File: config.mk
export PLATFORM = sky130hd
export DESIGN_NAME = tank_level_ctrl
export DESIGN_NICKNAME = d
export VERILOG_FILES = /design/src/rtl/tank_level_ctrl.sv
export SDC_FILE = /design/constraint.sdc
export NUM_CORES = 1
export LEC_CHECK = 0
export CORE_AREA = 8 8 83 85
export CTS_CLUSTER_SIZE = 10
export DETAILED_ROUTE_END_ITERATION = 6
export DIE_AREA = 0 0 91 93
export GPL_ROUTABILITY_DRIVEN = 0
export MAX_ROUTING_LAYER = met4
export PLACE_DENSITY = 0.8
export RECOVER_POWER = 50
export SYNTH_ARGS = -nofsm -noshare
export SYNTH_HDL_FRONTEND = slang
export SYNTH_SLANG_ARGS = --single-unit
File: constraint.sdc
create_clock -name clk -period 1.8 [get_ports clk]
set_input_delay 0.18 -clock clk [delete_from_list [all_inputs] [get_ports clk]]
set_output_delay 0.18 -clock clk [all_outputs]
set_load 0.1 [all_outputs]
File: src/rtl/tank_level_ctrl.sv
// Tank level controller: probe sync/debounce, fill/outlet valve FSM, fault alarm and display scan clock.
// Optional macro TANK_FILL_TIMEOUT_EN adds a FILL watchdog that faults if MID is not reached in FILL_TIMEOUT cycles.
module tank_level_ctrl #(
    parameter int DEB_CYCLES     = 4,
    parameter int MIN_OFF_CYCLES = 8,
    parameter int SCAN_DIV       = 4,
    parameter int FILL_TIMEOUT   = 1024
) (
    input  logic clk,
    input  logic rstn,
    input  logic probe_l,
    input  logic probe_m,
    input  logic probe_h,
    input  logic demand,
    input  logic alarm_ack,
    output logic L,
    output logic M,
    output logic H,
    output logic Alarm,
    output logic sinal_A,
    output logic sinal_G,
    output logic delay
);

    typedef enum logic [1:0] {
        ST_STARTUP = 2'd0,
        ST_HOLD    = 2'd1,
        ST_FILL    = 2'd2,
        ST_FAULT   = 2'd3
    } state_e;

    localparam logic [7:0] DEB_LAST     = 8'(DEB_CYCLES - 1);
    localparam logic [8:0] STARTUP_LAST = 9'(DEB_CYCLES + 1);
    localparam logic [7:0] MIN_OFF_LOAD = 8'(MIN_OFF_CYCLES);
    localparam logic [7:0] SCAN_LAST    = 8'(SCAN_DIV - 1);

    // bit 0 = low, bit 1 = mid, bit 2 = high
    logic [2:0]      sync1_q, sync2_q;
    logic [2:0]      deb_q, deb_d;
    logic [2:0][7:0] deb_cnt_q, deb_cnt_d;
    state_e          state_q, state_d, fsm_next_s;
    logic [8:0]      start_cnt_q, start_cnt_d;
    logic [7:0]      min_off_q, min_off_d;
    logic [7:0]      scan_cnt_q, scan_cnt_d;
    logic            delay_q, delay_d;
    logic            a_q, a_d, g_q, g_d, alarm_q, alarm_d;
    logic            code_valid_s, code_low_s, code_mid_s, code_high_s;

`ifdef TANK_FILL_TIMEOUT_EN
    localparam logic [31:0] FILL_LAST = 32'(FILL_TIMEOUT - 1);
    logic [31:0] fill_cnt_q, fill_cnt_d;
`else
    logic fill_timeout_unused_s;
    assign fill_timeout_unused_s = (FILL_TIMEOUT != 32'sd0);
`endif

    // Per-probe debounce: output follows sync only after DEB_CYCLES consecutive differing cycles.
    always_comb begin
        deb_d     = deb_q;
        deb_cnt_d = '0;
        for (int i = 0; i < 3; i++) begin
            if (sync2_q[i] != deb_q[i]) begin
                if (deb_cnt_q[i] == DEB_LAST) begin
                    deb_d[i]     = sync2_q[i];
                    deb_cnt_d[i] = 8'd0;
                end else begin
                    deb_cnt_d[i] = deb_cnt_q[i] + 8'd1;
                end
            end else begin
                deb_cnt_d[i] = 8'd0;
            end
        end
    end

    // Classify debounced level code {H,M,L}.
    always_comb begin
        code_valid_s = 1'b0;
        code_low_s   = 1'b0;
        code_mid_s   = 1'b0;
        code_high_s  = 1'b0;
        case (deb_q)
            3'b000, 3'b001: begin
                code_valid_s = 1'b1;
                code_low_s   = 1'b1;
            end
            3'b011: begin
                code_valid_s = 1'b1;
                code_mid_s   = 1'b1;
            end
            3'b111: begin
                code_valid_s = 1'b1;
                code_mid_s   = 1'b1;
                code_high_s  = 1'b1;
            end
            default: code_valid_s = 1'b0;
        endcase
    end

    // Valve FSM next state; an invalid code forces FAULT over any other transition.
    always_comb begin
        fsm_next_s  = state_q;
        start_cnt_d = start_cnt_q;
`ifdef TANK_FILL_TIMEOUT_EN
        fill_cnt_d  = 32'd0;
`endif
        case (state_q)
            ST_STARTUP: begin
                if (start_cnt_q == STARTUP_LAST) begin
                    fsm_next_s  = ST_HOLD;
                    start_cnt_d = 9'd0;
                end else begin
                    start_cnt_d = start_cnt_q + 9'd1;
                end
            end
            ST_HOLD: begin
                if (code_low_s && (min_off_q == 8'd0)) begin
                    fsm_next_s = ST_FILL;
                end else begin
                    fsm_next_s = ST_HOLD;
                end
            end
            ST_FILL: begin
                if (code_high_s) begin
                    fsm_next_s = ST_HOLD;
                end else begin
                    fsm_next_s = ST_FILL;
`ifdef TANK_FILL_TIMEOUT_EN
                    if (code_mid_s) begin
                        fill_cnt_d = 32'd0;
                    end else if (fill_cnt_q == FILL_LAST) begin
                        fsm_next_s = ST_FAULT;
                    end else begin
                        fill_cnt_d = fill_cnt_q + 32'd1;
                    end
`endif
                end
            end
            ST_FAULT: begin
                if (alarm_ack && code_valid_s) begin
                    fsm_next_s = ST_HOLD;
                end else begin
                    fsm_next_s = ST_FAULT;
                end
            end
            default: fsm_next_s = ST_FAULT;
        endcase
        state_d = code_valid_s ? fsm_next_s : ST_FAULT;
    end

    // Registered outputs from next state, min-off hold-off and scan divider.
    always_comb begin
        a_d     = (state_d == ST_FILL);
        alarm_d = (state_d == ST_FAULT);
        g_d     = (state_d == ST_HOLD) && demand && code_mid_s;
        if (a_q && !a_d) begin
            min_off_d = MIN_OFF_LOAD;
        end else if (min_off_q != 8'd0) begin
            min_off_d = min_off_q - 8'd1;
        end else begin
            min_off_d = 8'd0;
        end
        if (scan_cnt_q == SCAN_LAST) begin
            scan_cnt_d = 8'd0;
            delay_d    = ~delay_q;
        end else begin
            scan_cnt_d = scan_cnt_q + 8'd1;
            delay_d    = delay_q;
        end
    end

    // State register; async reset drops both valves immediately.
    always_ff @(posedge clk or negedge rstn) begin
        if (!rstn) begin
            sync1_q     <= 3'b000;
            sync2_q     <= 3'b000;
            deb_q       <= 3'b000;
            deb_cnt_q   <= '0;
            state_q     <= ST_STARTUP;
            start_cnt_q <= 9'd0;
            min_off_q   <= 8'd0;
            scan_cnt_q  <= 8'd0;
            delay_q     <= 1'b0;
            a_q         <= 1'b0;
            g_q         <= 1'b0;
            alarm_q     <= 1'b0;
`ifdef TANK_FILL_TIMEOUT_EN
            fill_cnt_q  <= 32'd0;
`endif
        end else begin
            sync1_q     <= {probe_h, probe_m, probe_l};
            sync2_q     <= sync1_q;
            deb_q       <= deb_d;
            deb_cnt_q   <= deb_cnt_d;
            state_q     <= state_d;
            start_cnt_q <= start_cnt_d;
            min_off_q   <= min_off_d;
            scan_cnt_q  <= scan_cnt_d;
            delay_q     <= delay_d;
            a_q         <= a_d;
            g_q         <= g_d;
            alarm_q     <= alarm_d;
`ifdef TANK_FILL_TIMEOUT_EN
            fill_cnt_q  <= fill_cnt_d;
`endif
        end
    end

    assign L       = deb_q[0];
    assign M       = deb_q[1];
    assign H       = deb_q[2];
    assign Alarm   = alarm_q;
    assign sinal_A = a_q;
    assign sinal_G = g_q;
    assign delay   = delay_q;

endmodule

== Word level (Yosys, flattened, before mapping) ==
Cells that the tools add are included.

* Bits of input ports: 7
* Logic and storage cells: 76
* Register bits after elaboration: 64
* Output and inout bits: 7

* Mux-type cells: 20
* Eq/ne operators: 17
* Reduce and logical (&&, ||, !) cells: 16
* Add/sub/neg operators: 6
* Bitwise gates (word level): 1

{| class="wikitable"
|+ Operators with widths
! cell !! count
|-
| $mux W8 || 9
|-
| $add A8 B1 Y8 const B || 4
|-
| $eq A8 B2 Y1 const B || 4
|-
| $mux W2 || 5
|-
| $add A9 B1 Y9 const B || 1
|-
| $eq A9 B3 Y1 const B || 1
|-
| $mux W9 || 1
|-
| $eq A2 B2 Y1 const B || 4
|-
| $logic_not A8 Y1 || 1
|-
| $pmux W2 S4 || 1
|-
| $reduce_bool A8 Y1 || 1
|-
| $sub A8 B1 Y8 const B || 1
|-
| $reduce_and A2 Y1 || 3
|-
| $logic_and A1 B1 Y1 || 5
|-
| $eq A2 B1 Y1 const B || 2
|-
| $mux W1 || 4
|-
| $reduce_or A2 Y1 || 2
|-
| $reduce_or A4 Y1 || 1
|-
| $eq A3 B1 Y1 const B || 1
|-
| $eq A3 B2 Y1 const B || 1
|-
| $eq A3 B3 Y1 const B || 1
|-
| $logic_not A3 Y1 || 1
|-
| $ne A1 B1 Y1 || 3
|-
| $logic_not A2 Y1 || 1
|-
| other kinds (2) || 2
|}

== Longest topological paths before layout ==
* Word-level depth: 11
* Mapped depth: 7
* Mapped depth without buffers: 7

== Worst setup path after synthesis ==
OpenSTA, ideal clock, no wires.

* Kind: register to register
* Start: register deb_q[1]
* End: register min_off_q[3]
* Period minus slack after synthesis: 2364 ps
* Cell stages (with the launch flop): 6
* Slack: -564 ps
* Setup time: 126 ps
* Required time: 1674 ps
* Arrival: 2238 ps
* Path buffers: 1
* Path through: dfrtp_1 -> buf_2 -> nor3_2 -> nand4_2 -> a221o_2 -> a221o_1

* Cells in the longest elaborated chain, start to end: 11
* Elaborated cells on any way between the ends: 20
* Classes of those cells: eq/ne: 4; mux: 9; reduce/logical: 7

{| class="wikitable"
|+ RTL lines
! item !! line !! text
|-
| start: declaration || 39 || <nowiki>logic [2:0] deb_q, deb_d;</nowiki>
|-
| start signal: assignment || 176 || <nowiki>deb_q <= 3'b000;</nowiki>
|-
| start signal: assignment || 192 || <nowiki>deb_q <= deb_d;</nowiki>
|-
| $eq A3 B3 Y1 (tied with other cells) || 81 || <nowiki>case (deb_q)</nowiki>
|-
| $reduce_or A4 Y1 (no line) or $reduce_or A2 Y1 (tied branches) || n/a ||
|-
| $mux W1 || 81 ||
|-
| $logic_and A1 B1 Y1, on equally long branches || 139, 116 ||
|-
| $mux W2, on equally long branches || 139, 116 ||
|-
| $pmux W2 S4 || 106 || <nowiki>case (state_q)</nowiki>
|-
| $mux W2 (*) || 147 || <nowiki>state_d = code_valid_s ? fsm_next_s : ST_FAULT;</nowiki>
|-
| $eq A2 B2 Y1 (*) || 152 || <nowiki>a_d = (state_d == ST_FILL);</nowiki>
|-
| $logic_not A1 Y1 (*) || 155 || <nowiki>if (a_q && !a_d) begin</nowiki>
|-
| $logic_and A1 B1 Y1 (*) || 155 ||
|-
| $mux W8 (*) || 155 ||
|-
| net min_off_d[3] || 43 || <nowiki>logic [7:0] min_off_q, min_off_d;</nowiki>
|-
| end signal: assignment || 196 || <nowiki>min_off_q <= min_off_d;</nowiki>
|-
| end: declaration || 43 ||
|}

Mark *: on every way through the listed nets, which the timed path passes. The rest lies on a longest branch.
A chain may end at the register's enable or synchronous reset.

== Worst setup path after layout ==
* Start: register min_off_q[1]
* End: register min_off_q[7]

* Cells in the longest elaborated chain, start to end: 9
* Elaborated cells on any way between the ends: 12
* Classes of those cells: add/sub: 1; eq/ne: 1; mux: 5; reduce/logical: 5

{| class="wikitable"
|+ RTL lines
! item !! line !! text
|-
| $logic_not A8 Y1 || 116 || <nowiki>if (code_low_s && (min_off_q == 8'd0)) begin</nowiki>
|-
| $logic_and A1 B1 Y1 || 116 ||
|-
| $mux W2 || 116 ||
|-
| $pmux W2 S4 || 106 ||
|-
| $mux W2 || 147 ||
|-
| $eq A2 B2 Y1 || 152 ||
|-
| $logic_not A1 Y1 || 155 ||
|-
| $logic_and A1 B1 Y1 || 155 ||
|-
| $mux W8 (*) || 155 ||
|-
| net min_off_d[7] || 43 ||
|}

Marks and branches as above.

==> impl_results.md <==
* Max-slew violations at 0
* Syn Inst Count at 253
* Fillers at 424
* Max incr delay on CP at 430 ps
* Worst setup EP type: register
* Rel. slew slack at a little under a third
* Crit path max-delay cell type: a221o_2
* Ant diodes at 0
* RSZ-0062 raised after global routing: true
* Skew final at 9.460 ps
* Synth cell types at 40
* Std cell rows at 28
* Fin crit period at 1789 ps
* TritonCTS clock tree: built
* Grt total ovfl at 0
* Skew-Pair Late Insertion Delay at 340 ps
* Sw power at 1.921 mW
* Max Clock Freq at roughly 0.56 GHz
* CP max FO at 3
* Leading area contributor after synthesis: dfrtp_1
* Worst-margin pin slew at 1025 ps
* Worst hold path type: register to register
* DP HPWL at approximately 3.4 mm
* Fraction of layout cells with a size suffix above 1 at 23.84%
* Crit path launch type: register
* Post-synth top area share at between 50 and 60%
* # IOs at 14
* Initial Util at 50.09%
* Vias in the first global route at ~2000
* Synth Flop Type: dfrtp_1
* DR DRC count at 0
* Final setup viols at 0
* Max Buffers Root-to-Sink at 2
* Power Total at 5.402 mW
* Routed Antenna Nets at 0
* Port Buffers at 13
* Clk sinks at 64
* Critical path type: register to register
* Die X at 91 µm
* Post-synth ARST share at 100.0%
* Post-synth EDFFs at 0
* CTS Root Cell: clkbuf_8
* Nets at 312
* Switching part of the total at between 30% and 40%
* Clock slew seen by the registers of the worst setup and hold paths at ~70 ps
* Synth top area cells: dfrtp_1 56%, xor2_1 6.8%, xnor2_1 5.2%
* PD cells at ~1500 nW/µm²
* WP data arrival at between 2000 and 2500 ps
* Register area at 1609 µm²
* Sum of negative setup slack at 0 ps
* Power share of the clock group at 27.3%
* Sequential power share at 37.8%
* Via count at 1967
* Worst hold margin at between 300 and 400 ps
* Detail-routed net length per standard cell at 13.72 µm
* Crit path cell chain: inv_2 > ha_4 > nor3b_4 > nand4_2 > a221o_2 > buf_4 > a211oi_2
* Max-Cap Viols at 0
* Syn_nets at around 270
* Final hold violation count at 0
* Mapped Area at ~2800 µm²
* Die Ht at 93 µm
* DR iter-0 viols at 66
* Gate power share at 34.9%
* Largest net degree at the start of global routing at 47
* Status: finished, final reports clean
* Synthesized flop and latch total at 64
* Core area at 5675 µm²
* Antenna violations before repair at 0
* Mean Syn Cell Area at 11.24 µm²
* Routed vias/inst at 5.218
* Yosys warning count at 0
* Gr usage total at a little over an eighth
* Area of the multi-input gates at 1296 µm²
* H-tree levels at 3
* Power Internal at ~3.5 mW
* Seq/Total Area, Yosys at 56.34%
* Final WL at 5.172 mm
* Pre-antenna DRT Iters at 4
* Period utilisation layout at 99.40%
* P_leak at 1.644 nW
* Area delta synth->final at 26.85%
* First-pass GRT wire length at 9.032 mm
* TritonCTS buffer count at 9
* Data required, critical path at 2050 ps
* VDD IR-drop max at 0.001167 V
* Die Area at 8463 µm²
power by group through the flow:
stage                     clock (mW)  sequential [mW]  combinational (mW)
after floorplan                    0             2.35               0.718
after global placement             0             2.05                1.53
after detailed placement           0             2.07                1.56
after CTS                       1.51             2.05                1.69
after global routing            1.58             2.08                2.03
final                           1.47             2.04                1.88
state kept, by name, summed over array words and instances (netlist names):
signal	cells
delay	1
sync2_q	3
sinal_G	1
sinal_A	1
sync1_q	3
min_off_q	8
start_cnt_q	9
Alarm	1
deb_q	3
scan_cnt_q	8
deb_cnt_q	24
state_q	2
kinds of logic after synthesis:
family | synth area share [%]
DFF | 56.34
AOI/OAI and AO/OA | 5.634
buffers and inverters | 1.100
muxes | 1.540
xor gates and xnor gates | 12.02
and+or+nand+nor | 19.85
adders and majority gates | 3.521
synth_stat cells (2+ instances only):
master / number
a211oi_1: 7
a21oi_1: 2
and3_1: 10
dfrtp_1: 64
ha_1: 8
inv_1: 6
mux2_2: 3
nand2_1: 23
nand3_1: 21
nor2_1: 29
nor2b_1: 2
nor3_1: 6
nor4b_1: 3
o21ai_0: 4
o31ai_1: 2
or4_1: 2
xnor2_1: 17
xor2_1: 22
cell usage in the layout (no fill, tap or decap), drive strengths merged, types with 3 or more instances in the layout:
cell	n
nand2	23
nor2	29
nor4b	4
xnor2	17
dlygate4sd3	4
and3	10
clkinv	3
dfrtp	64
nor3	7
inv	6
xor2	22
bufinv	3
mux2	3
nand3	21
clkbuf	10
ha	8
buf	28
a211oi	7
o21ai	4
per-stage QoR:
stage / worst slack [ps] / cell area (µm²) / std cells / utilization, %
floorplan: -122.7 / 2867 / 253 / -
finish: 10.88 / 3606 / 377 / 63.54
global route: -50.76 / 3606 / 377 / 63.54
global placement: 19.11 / 3191 / 349 / 56.22
detailed placement: -71.21 / 3191 / 349 / 56.22
CTS: -2.871 / 3510 / 371 / 61.84
per-layer routing:
metal	routed length, µm	GRT usage (%)	vias up
li1	-	-	970
met1	2451	15.95	957
met2	2443	20.74	31
met3	204	4.728	9
met4	72	5.457	0
met5	0	-	-
timing repair:
item,4_1_cts,5_1_grt
hold buffers,1,0
setup buffers,5,6
setup endpoints to repair,8,11
resized for setup,8,10
hold endpoints to repair,18,0
pin swaps,3,7
path summary, 6_finish.rpt:
kind | startpoint | end | slack (ps) | cells past startpoint
max | min_off_q[1]$_DFF_PN0_ | min_off_q[7]$_DFF_PN0_ | 10 | 7
min | sync1_q[2]$_DFF_PN0_ | sync2_q[2]$_DFF_PN0_ | 350 | 0
max reg2reg | min_off_q[1]$_DFF_PN0_ | min_off_q[7]$_DFF_PN0_ | 10 | 7
min reg2reg | sync1_q[2]$_DFF_PN0_ | sync2_q[2]$_DFF_PN0_ | 350 | 0
max in group asynchronous | rstn | deb_q[0]$_DFFE_PN0P_ | 310 | 3
min in group asynchronous | rstn | deb_cnt_q[13]$_DFF_PN0_ | 540 | 2
worst max-delay path: cells and delay by family, from the launching register on:
family | cells | cell delay (ps)
AOI/OAI and AO/OA | 2 | 640
DFF | 1 | 400
and+or+nand+nor | 2 | 310
buffers and inverters | 2 | 240
adders and majority gates | 1 | 120
final cells by class:
cell class / count / share of cell area [%]
clock buffers: 9 / 3.435
well taps: 75 / 2.602
inverters: 6 / 0.6246
clock inverters: 7 / 3.331
flip-flops and latches: 64 / 44.62
repair buffers: 35 / 9.438
multi-input cells: 181 / 35.95
Note: power is estimated with default switching activity, not from simulation.
